File: src/rtl/core_pkg.sv
// Shared pipeline-control types: forwarding selects, hazard FSM states and
// the bundle of stage enables/clears the hazard unit drives.
package core_pkg;

    typedef enum logic [1:0] {
        FWD_RF  = 2'b00,
        FWD_WB  = 2'b01,
        FWD_MEM = 2'b10
    } fwd_sel_e;

    typedef enum logic {
        HZ_RUN      = 1'b0,
        HZ_MEM_WAIT = 1'b1
    } hz_state_e;

    typedef struct packed {
        logic pc_en;
        logic fd_en;
        logic de_en;
        logic em_en;
        logic fd_clr;
        logic de_clr;
    } pipe_ctl_t;

    localparam pipe_ctl_t CTL_RUN    = '{pc_en: 1'b1, fd_en: 1'b1, de_en: 1'b1, em_en: 1'b1, fd_clr: 1'b0, de_clr: 1'b0};
    localparam pipe_ctl_t CTL_BUBBLE = '{pc_en: 1'b0, fd_en: 1'b0, de_en: 1'b1, em_en: 1'b1, fd_clr: 1'b0, de_clr: 1'b1};
    localparam pipe_ctl_t CTL_FLUSH  = '{pc_en: 1'b1, fd_en: 1'b1, de_en: 1'b1, em_en: 1'b1, fd_clr: 1'b1, de_clr: 1'b1};
    localparam pipe_ctl_t CTL_FREEZE = '{pc_en: 1'b0, fd_en: 1'b0, de_en: 1'b0, em_en: 1'b0, fd_clr: 1'b0, de_clr: 1'b0};

endpackage

File: src/rtl/hazard_ctrl_unit_fwd_sel.sv
// EX-operand bypass select for one source register; MEM result wins over WB,
// and x0 is never a forwarding source.
module fwd_sel
    import core_pkg::*;
#(
    parameter int RAW = 5
) (
    input  logic [RAW-1:0] ex_rs,
    input  logic [RAW-1:0] mem_rd,
    input  logic           mem_regwr,
    input  logic [RAW-1:0] wb_rd,
    input  logic           wb_regwr,
    output fwd_sel_e       sel
);

    // Priority bypass select: youngest producer first
    always_comb begin
        sel = FWD_RF;
        if (mem_regwr && (mem_rd == ex_rs) && (mem_rd != {RAW{1'b0}})) begin
            sel = FWD_MEM;
        end else if (wb_regwr && (wb_rd == ex_rs) && (wb_rd != {RAW{1'b0}})) begin
            sel = FWD_WB;
        end else begin
            sel = FWD_RF;
        end
    end

endmodule

File: src/rtl/hazard_ctrl_unit.sv
// Pipeline hazard controller: operand forwarding, load-use bubble, branch flush,
// data-memory wait freeze and a saturating stall-cycle counter.
module hazard_ctrl_unit
    import core_pkg::*;
#(
    parameter int RAW     = 5,
    parameter int MEM_LAT = 1,
    parameter int CNT_W   = 16
) (
    input  logic             clk,
    input  logic             rst_n,
    input  logic [RAW-1:0]   de_rs1,
    input  logic [RAW-1:0]   de_rs2,
    input  logic             de_rs1_used,
    input  logic             de_rs2_used,
    input  logic [RAW-1:0]   ex_rs1,
    input  logic [RAW-1:0]   ex_rs2,
    input  logic [RAW-1:0]   ex_rd,
    input  logic             ex_dmrd,
    input  logic             ex_br_taken,
    input  logic [RAW-1:0]   mem_rd,
    input  logic             mem_regwr,
    input  logic             mem_dmacc,
    input  logic [RAW-1:0]   wb_rd,
    input  logic             wb_regwr,
    output logic             pc_en,
    output logic             fd_en,
    output logic             de_en,
    output logic             em_en,
    output logic             fd_clr,
    output logic             de_clr,
    output logic [1:0]       fwd_a,
    output logic [1:0]       fwd_b,
    output logic [CNT_W-1:0] stall_cycles
);

    localparam int             WCW         = (MEM_LAT > 2) ? $clog2(MEM_LAT) : 1;
    localparam logic [WCW-1:0] WAIT_INIT   = WCW'((MEM_LAT > 1) ? (MEM_LAT - 2) : 0);
    localparam logic           MEM_WAIT_EN = (MEM_LAT > 1);

    hz_state_e        state_r;
    hz_state_e        state_nxt_s;
    logic [WCW-1:0]   wait_cnt_r;
    logic [WCW-1:0]   wait_cnt_nxt_s;
    logic [CNT_W-1:0] stall_cycles_r;
    logic             load_use_s;
    pipe_ctl_t        run_ctl_s;
    pipe_ctl_t        ctl_s;
    fwd_sel_e         fwd_a_s;
    fwd_sel_e         fwd_b_s;

    fwd_sel #(.RAW(RAW)) u_fwd_a (
        .ex_rs     (ex_rs1),
        .mem_rd    (mem_rd),
        .mem_regwr (mem_regwr),
        .wb_rd     (wb_rd),
        .wb_regwr  (wb_regwr),
        .sel       (fwd_a_s)
    );

    fwd_sel #(.RAW(RAW)) u_fwd_b (
        .ex_rs     (ex_rs2),
        .mem_rd    (mem_rd),
        .mem_regwr (mem_regwr),
        .wb_rd     (wb_rd),
        .wb_regwr  (wb_regwr),
        .sel       (fwd_b_s)
    );

    assign load_use_s = ex_dmrd && (ex_rd != {RAW{1'b0}}) &&
                        ((de_rs1_used && (de_rs1 == ex_rd)) ||
                         (de_rs2_used && (de_rs2 == ex_rd)));

    // Unfrozen pipeline control: a taken branch squashes the stalled instruction anyway
    always_comb begin
        run_ctl_s = CTL_RUN;
        if (ex_br_taken) begin
            run_ctl_s = CTL_FLUSH;
        end else if (load_use_s) begin
            run_ctl_s = CTL_BUBBLE;
        end else begin
            run_ctl_s = CTL_RUN;
        end
    end

    // Wait FSM next state and stage control; the wait_cnt==0 cycle already releases the pipe
    always_comb begin
        state_nxt_s    = state_r;
        wait_cnt_nxt_s = wait_cnt_r;
        ctl_s          = CTL_RUN;
        case (state_r)
            HZ_RUN: begin
                if (mem_dmacc && MEM_WAIT_EN) begin
                    ctl_s          = CTL_FREEZE;
                    state_nxt_s    = HZ_MEM_WAIT;
                    wait_cnt_nxt_s = WAIT_INIT;
                end else begin
                    ctl_s = run_ctl_s;
                end
            end
            HZ_MEM_WAIT: begin
                if (wait_cnt_r == {WCW{1'b0}}) begin
                    ctl_s       = run_ctl_s;
                    state_nxt_s = HZ_RUN;
                end else begin
                    ctl_s          = CTL_FREEZE;
                    wait_cnt_nxt_s = wait_cnt_r - WCW'(1);
                end
            end
            default: begin
                ctl_s          = CTL_RUN;
                state_nxt_s    = HZ_RUN;
                wait_cnt_nxt_s = {WCW{1'b0}};
            end
        endcase
    end

    // FSM state and wait counter
    always_ff @(posedge clk or negedge rst_n) begin
        if (!rst_n) begin
            state_r    <= HZ_RUN;
            wait_cnt_r <= {WCW{1'b0}};
        end else begin
            state_r    <= state_nxt_s;
            wait_cnt_r <= wait_cnt_nxt_s;
        end
    end

    // Saturating count of cycles in which the PC did not advance
    always_ff @(posedge clk or negedge rst_n) begin
        if (!rst_n) begin
            stall_cycles_r <= {CNT_W{1'b0}};
        end else if (!ctl_s.pc_en && (stall_cycles_r != {CNT_W{1'b1}})) begin
            stall_cycles_r <= stall_cycles_r + CNT_W'(1);
        end else begin
            stall_cycles_r <= stall_cycles_r;
        end
    end

    assign pc_en        = ctl_s.pc_en;
    assign fd_en        = ctl_s.fd_en;
    assign de_en        = ctl_s.de_en;
    assign em_en        = ctl_s.em_en;
    assign fd_clr       = ctl_s.fd_clr;
    assign de_clr       = ctl_s.de_clr;
    assign fwd_a        = fwd_a_s;
    assign fwd_b        = fwd_b_s;
    assign stall_cycles = stall_cycles_r;

endmodule

File: config.mk
export PLATFORM = sky130hd
export DESIGN_NAME = hazard_ctrl_unit
export DESIGN_NICKNAME = d
export VERILOG_FILES = /design/src/rtl/core_pkg.sv /design/src/rtl/hazard_ctrl_unit_fwd_sel.sv /design/src/rtl/hazard_ctrl_unit.sv
export SDC_FILE = /design/constraint.sdc
export NUM_CORES = 1
export LEC_CHECK = 0
export CAP_MARGIN = 20
export CORE_MARGIN = 2
export CORE_UTILIZATION = 42
export CTS_CLUSTER_SIZE = 40
export DETAILED_ROUTE_END_ITERATION = 10
export GPL_ROUTABILITY_DRIVEN = 0
export PLACE_DENSITY = 0.86
export SLEW_MARGIN = 20
export SYNTH_ARGS = -nofsm -noshare
export SYNTH_HDL_FRONTEND = slang
export SYNTH_SLANG_ARGS = --single-unit
File: constraint.sdc
create_clock -name clk -period 4.12 [get_ports clk]
set_input_delay 1.03 -clock clk [delete_from_list [all_inputs] [get_ports clk]]
set_output_delay 1.03 -clock clk [all_outputs]
set_load 0.05 [all_outputs]
==> flow_summary.yaml, run 1 <==
synth:
  synth-main-ff-cell: "dfrtp_1"
  muxShareOfSynthArea_pct: 0.8780
  synth_area_leader_cell: "dfrtp_1"
  synth_top_family_by_area: "XOR/XNOR gates"
  synth_cell_types: 32
  synth.top_cell.area_share_pct: 31.22
  synth_area_um2: 1282
  synthAdderAreaFrac_pct: 0.9756
  synth-seq-cells: 16
  yosys_warnings: 0
  async_flop_share_pct: 100.0
  synth_compound_area_share_pct: 2.439
  synth_edf_count: 0
  synthTopCellsByArea: "dfrtp_1 31%, xnor2_1 20%, xor2_1 10%"
  synth.avg_cell_area_um2: 9.361
  synth_simple_gate_area_share_pct: 29.27
  ys_seq_area_share_pct: 31.22
  syn_inst: 137
  synth_xor_area_share_pct: 30.73
worst_setup_path:
  path_max_fanout: 3
  worstPathArrival_ns: 2.92
  critPathRequiredTime_ns: 3.09
  cp-start-kind: "primary input"
  criticalPathCategory: "primary input to output port"
  critPathCaptureType: "output port"
finish:
  syn2layout_area_growth_pct: 59.51
  final_cell_count_no_fill: 235
  drive_gt1_share_pct: 11.39
  layout.area.seq_um2: 400.4
  fillers: 227
  multiInputGateArea_um2: 857.1
  antennaDiodeCount: 0
  finalNetCount: 249
  largest_register_ffs: 16
run:
  drv_cap: 0
sta:
  period_share_pct: 95.97
  maxSlewViolCount: 0
  tns_ns: 0
  relSlewSlack_pct: 53.08
  fmax_ghz: 0.2529
  hold_viol_final: 0
  rsz0062_at_grt: "no"
  post-route-min-period_ns: 3.954
  fin_skew_ns: 0.003380
  tightest_slew_ns: 0.7017
  setup_viol: 0
cts:
  cts_buffer_depth: 2
  cts_tree: "done"
  cts_made_buffers: 3
  postCtsSetupBuffers: 0
  cts_root_buf: "clkbuf_4"
  clk_pin_slew_worst_paths_ns: 0.09
  clock-sinks: 16
  ctsHoldBuffers: 0
  post_cts_resized: 0
  htreeDepth: 1
  clock_latency_ns: 0.29
routing:
  ant_nets: 0
  drt-pass1-iter-count: 4
  finalWirelength_um: 3590
  post-route-drc-count: 0
  initialDrtViolationCount: 15
  num_vias: 1276
  wl_per_cell_um: 15.28
  vias_per_cell: 5.430
min_path:
  hp-class: "flop to flop"
run_status:
  outcome: "finished, final reports clean"
power:
  power_density_nw_per_um2: 207.3
  ir_worst_vdd_uv: 140.2
  leakage_uw: 0.0007529
floorplanning:
  dieArea_um2: 3512
  die_h_um: 59.26
  initial_core_util_pct: 43.07
  die_x_um: 59.26
  pin_count: 70
  core_um2: 2978
  fp-row-count: 20
global_routing:
  grt_max_degree: 17
  overflow: 0
  grt_use_total_pct: 21.78
  antenna_found_initial: 0
  grt_pass1_vias: 1225
  grt_pass1_wl_um: 5844
place:
  dp.cells: 232
  port_buffers: 66
  dp.final_hpwl_um: 3002
## per-stage QoR
step	utilization, %	area [um^2]	power, uW	setup slack (ns)	hold WS [ns]
after floorplan	-	1311	259.9	0.1582	0.7344
after global placement	67.94	2023	337.1	0.1782	0.4853
after detailed placement	67.94	2023	342.2	0.1763	0.4885
after CTS	68.70	2046	427.4	0.1718	0.5057
after global routing	68.70	2046	446.2	0.1061	0.5275
final	68.70	2046	424.0	0.1661	0.5047
## cell type report
class                           instances  share of cell area (%)
Clock buffer                            3                   1.101
Inverter                                1                  0.1835
Multi-Input combinational cell        114                   41.90
Sequential cell                        16                   19.57
Tap cell                               33                   2.018
Timing Repair Buffer                   68                   35.23
## final timing paths
| path | slack (ns) | end | depth (start not counted) | start |
|---|---|---|---|---|
| worst max register to register | 2.09 | stall_cycles[1] | 6 | stall_cycles[0] |
| min in group asynchronous | 1.15 | stall_cycles[3] | 1 | rst_n |
| worst min register to register | 0.50 | stall_cycles[11] | 1 | stall_cycles[11] |
| worst max-delay path | 0.17 | fwd_a[0] | 6 | wb_rd[3] |
| max in group asynchronous | 2.53 | stall_cycles[9] | 1 | rst_n |
| worst min-delay path | 0.50 | stall_cycles[11] | 1 | stall_cycles[11] |
## power by group
part	switching [uW]	internal (uW)	leakage, uW
Clock	50.9	34.1	0.0000138
Combinational	85.3	80.0	0.000517
Sequential	9.70	164	0.000222
## placed cells by master (no fill, tap or decap), drive strengths merged
cell / netlist / final
inv: 1 / 1
clkbuf: 1 / 3
conb: 1 / 2
nand4: 11 / 11
or4: 5 / 5
nand2b: 2 / 2
dfrtp: 16 / 16
and4bb: 1 / 1
buf: 6 / 9
o22ai: 1 / 1
or2: 1 / 1
mux2: 1 / 1
o21ai: 3 / 3
nor2: 7 / 7
ha: 1 / 1
xor2: 15 / 15
and4b: 1 / 1
nor3b: 1 / 1
xnor2: 30 / 30
nand3b: 1 / 1
nand2: 6 / 6
nor4b: 1 / 1
nand4b: 1 / 1
nor3: 3 / 3
clkdlybuf4s50: 0 / 59
nor4: 7 / 7
nand3: 13 / 13
## critical path, stage by stage
cell and delay, ns:
clkdlybuf4s50_1 0.55, or4_1 0.13, o21ai_0 0.08, or4_1 0.56
nor4_2 0.38, buf_12 0.18
## Yosys cell counts (2+ instances only)
master     n
buf_4      4
dfrtp_1   16
nand2_1    6
nand2b_1   2
nand3_1   12
nand4_1   11
nor2_1     6
nor3_1     3
nor4_1     6
o21ai_0    2
or4_1      5
xnor2_1   30
xor2_1    15
## routing by layer
metal	vias to the layer above	global-route usage, %	wire (um)
li1	618	-	-
met1	620	28.98	1567
met2	31	35.79	1852
met3	7	1.965	108
met4	0	9.416	61
met5	-	0	0
## kinds of logic after synthesis
family / after synthesis
compound gates: 4
mux: 1
fa+ha+maj: 1
xor+xnor: 45
other cells: 1
flops: 16
buf+inv: 8
simple gates: 61
Power figures use the tool's default switching activity.
==> run 2, diff against run 1 <==
--- a/constraint.sdc
+++ b/constraint.sdc
@@ -3,2 +3,2 @@
 set_output_delay 1.03 -clock clk [all_outputs]
-set_load 0.05 [all_outputs]
+set_load 0.02 [all_outputs]
==> run 2 against run 1 <==
Combinational power fell by 12%. Flip-flop and latch count did not move. First-iteration DRC count rose to 3.3 times the previous value. Total power rose by 0.13%. Sequential power barely moved. Critical endpoint unchanged.
==> flow_summary.yaml, run 2 (same netlist as run 1, synthesis figures left out) <==
min_path:
  min_from: "stall_cycles[15]"
  hp-class: "flop to flop"
  whs_path_depth: 1
finish:
  final_cell_count_no_fill: 249
  drive_gt1_share_pct: 13.43
  antennaDiodeCount: 0
  multiInputGateArea_um2: 848.3
  finalNetCount: 262
  final_cell_mix: "64 x clkdlybuf4s50_1, 30 x xnor2_1, 16 x dfrtp_1"
  final_common_cell: "clkdlybuf4s50_1"
  fillers: 237
  syn2layout_area_growth_pct: 63.80
  largest_register_ffs: 16
  layout.area.seq_um2: 400.4
  utilization_pct: 70.55
sta:
  setup_viol: 0
  relSlewSlack_pct: 52.82
  period_share_pct: 97.59
  fmax_ghz: 0.2487
  tightest_slew_ns: 0.7055
  rsz0062_at_grt: "no"
  fin_skew_ns: 0.001191
  maxSlewViolCount: 0
  post-route-min-period_ns: 4.021
  hold_viol_final: 0
routing:
  post-route-drc-count: 0
  ant_nets: 0
  finalWirelength_um: 3666
  vias_per_cell: 5.373
  wl_per_cell_um: 14.72
  initialDrtViolationCount: 49
  num_vias: 1338
  drt-pass1-iter-count: 4
place:
  dp.cells: 245
  dp.final_hpwl_um: 3009
  port_buffers: 66
global_routing:
  grt_max_degree: 17
  grt_use_total_pct: 21.99
  antenna_found_initial: 0
  grt_pass1_vias: 1408
  grt_pass1_wl_um: 6009
  overflow: 0
worst_setup_path:
  criticalPathCategory: "primary input to output port"
  regToRegSetupSlack_ns: 2.09
  endpoint: "fwd_a[0]"
  critPathRequiredTime_ns: 3.09
  cp-start-kind: "primary input"
  critPathCaptureType: "output port"
  path_max_fanout: 2
  reg2reg_depth: 6
  r2r-start: "stall_cycles[0]"
  worstPathArrival_ns: 2.99
  crit_start: "mem_rd[2]"
  r2r-end: "stall_cycles[1]"
floorplanning:
  die_h_um: 59.26
  initial_core_util_pct: 43.07
  core_um2: 2978
  pin_count: 70
  die_x_um: 59.26
  dieArea_um2: 3512
  fp-row-count: 20
run:
  drv_cap: 0
power:
  leakage_uw: 0.0008028
  total_power_uw: 424.6
  power_density_nw_per_um2: 202.1
  ir_worst_vdd_uv: 120.2
cts:
  cts_tree: "done"
  cts_made_buffers: 3
  clock-sinks: 16
  htreeDepth: 1
  ctsHoldBuffers: 0
  cts_root_buf: "clkbuf_4"
  clock_latency_ns: 0.28
  cts_buffer_depth: 2
  clk_pin_slew_worst_paths_ns: 0.09
  postCtsSetupBuffers: 0
run_status:
  outcome: "finished, final reports clean"
run 2: what timing repair did:
item | 4_1_cts | 5_1_grt
gates resized for setup | 3 | 3
endpoints found under the setup margin | 4 | 3
hold endpoints to repair | 0 | 0
run 2: layout make-up:
type                       count  share of cell area, %
multi-input combinational    114                  40.38
tap                           33                  1.965
clock buffer                   4                  1.727
sequential                    16                  19.06
timing repair buffer          81                  36.69
inverter                       1                 0.1787
run 2: worst min-delay path by stage:
stage | end
floorplan | stall_cycles[11]
global placement | stall_cycles[11]
detailed placement | stall_cycles[11]
CTS | stall_cycles[15]
global route | stall_cycles[15]
finish | stall_cycles[15]
run 2: layer usage:
metal	global-route usage (%)	wire, um	share of wire [%]	vias up
li1	-	-	-	643
met1	23.92	1463	40	639
met2	41.29	1924	52	50
met3	4.148	234	6.4	6
met4	8.442	44	1.2	0
met5	0	0	0	-
run 2: worst max-delay path, cell delays in order:
cell	delay, ns
clkdlybuf4s50_1	0.43
or4_1	0.54
o21ai_2	0.21
nor4_2	0.08
nor4_1	0.32
dlygate4sd2_1	0.38
run 2: metrics by stage:
stage          worst slack, ns  TNS [ns]  cell area (um^2)  hold slack [ns]
5_1_grt                0.01313         0              2101           0.5382
3_5_place_dp           -0.3330   -0.6955              2051           0.4996
3_3_place_gp           -0.2452   -0.4888              2051           0.4844
6_report               0.09943         0              2101           0.5174
4_1_cts                0.04223         0              2085           0.5224
2_1_floorplan           0.4430         0              1286           0.5954
run 2: report_power, final:
group	total, uW	switching, uW	leakage (uW)	internal (uW)
Combinational	145	61.0	0.000560	84.2
Sequential	175	11.0	0.000222	164
Clock	104	50.6	0.0000210	53.8
Total	425	123	0.000803	302
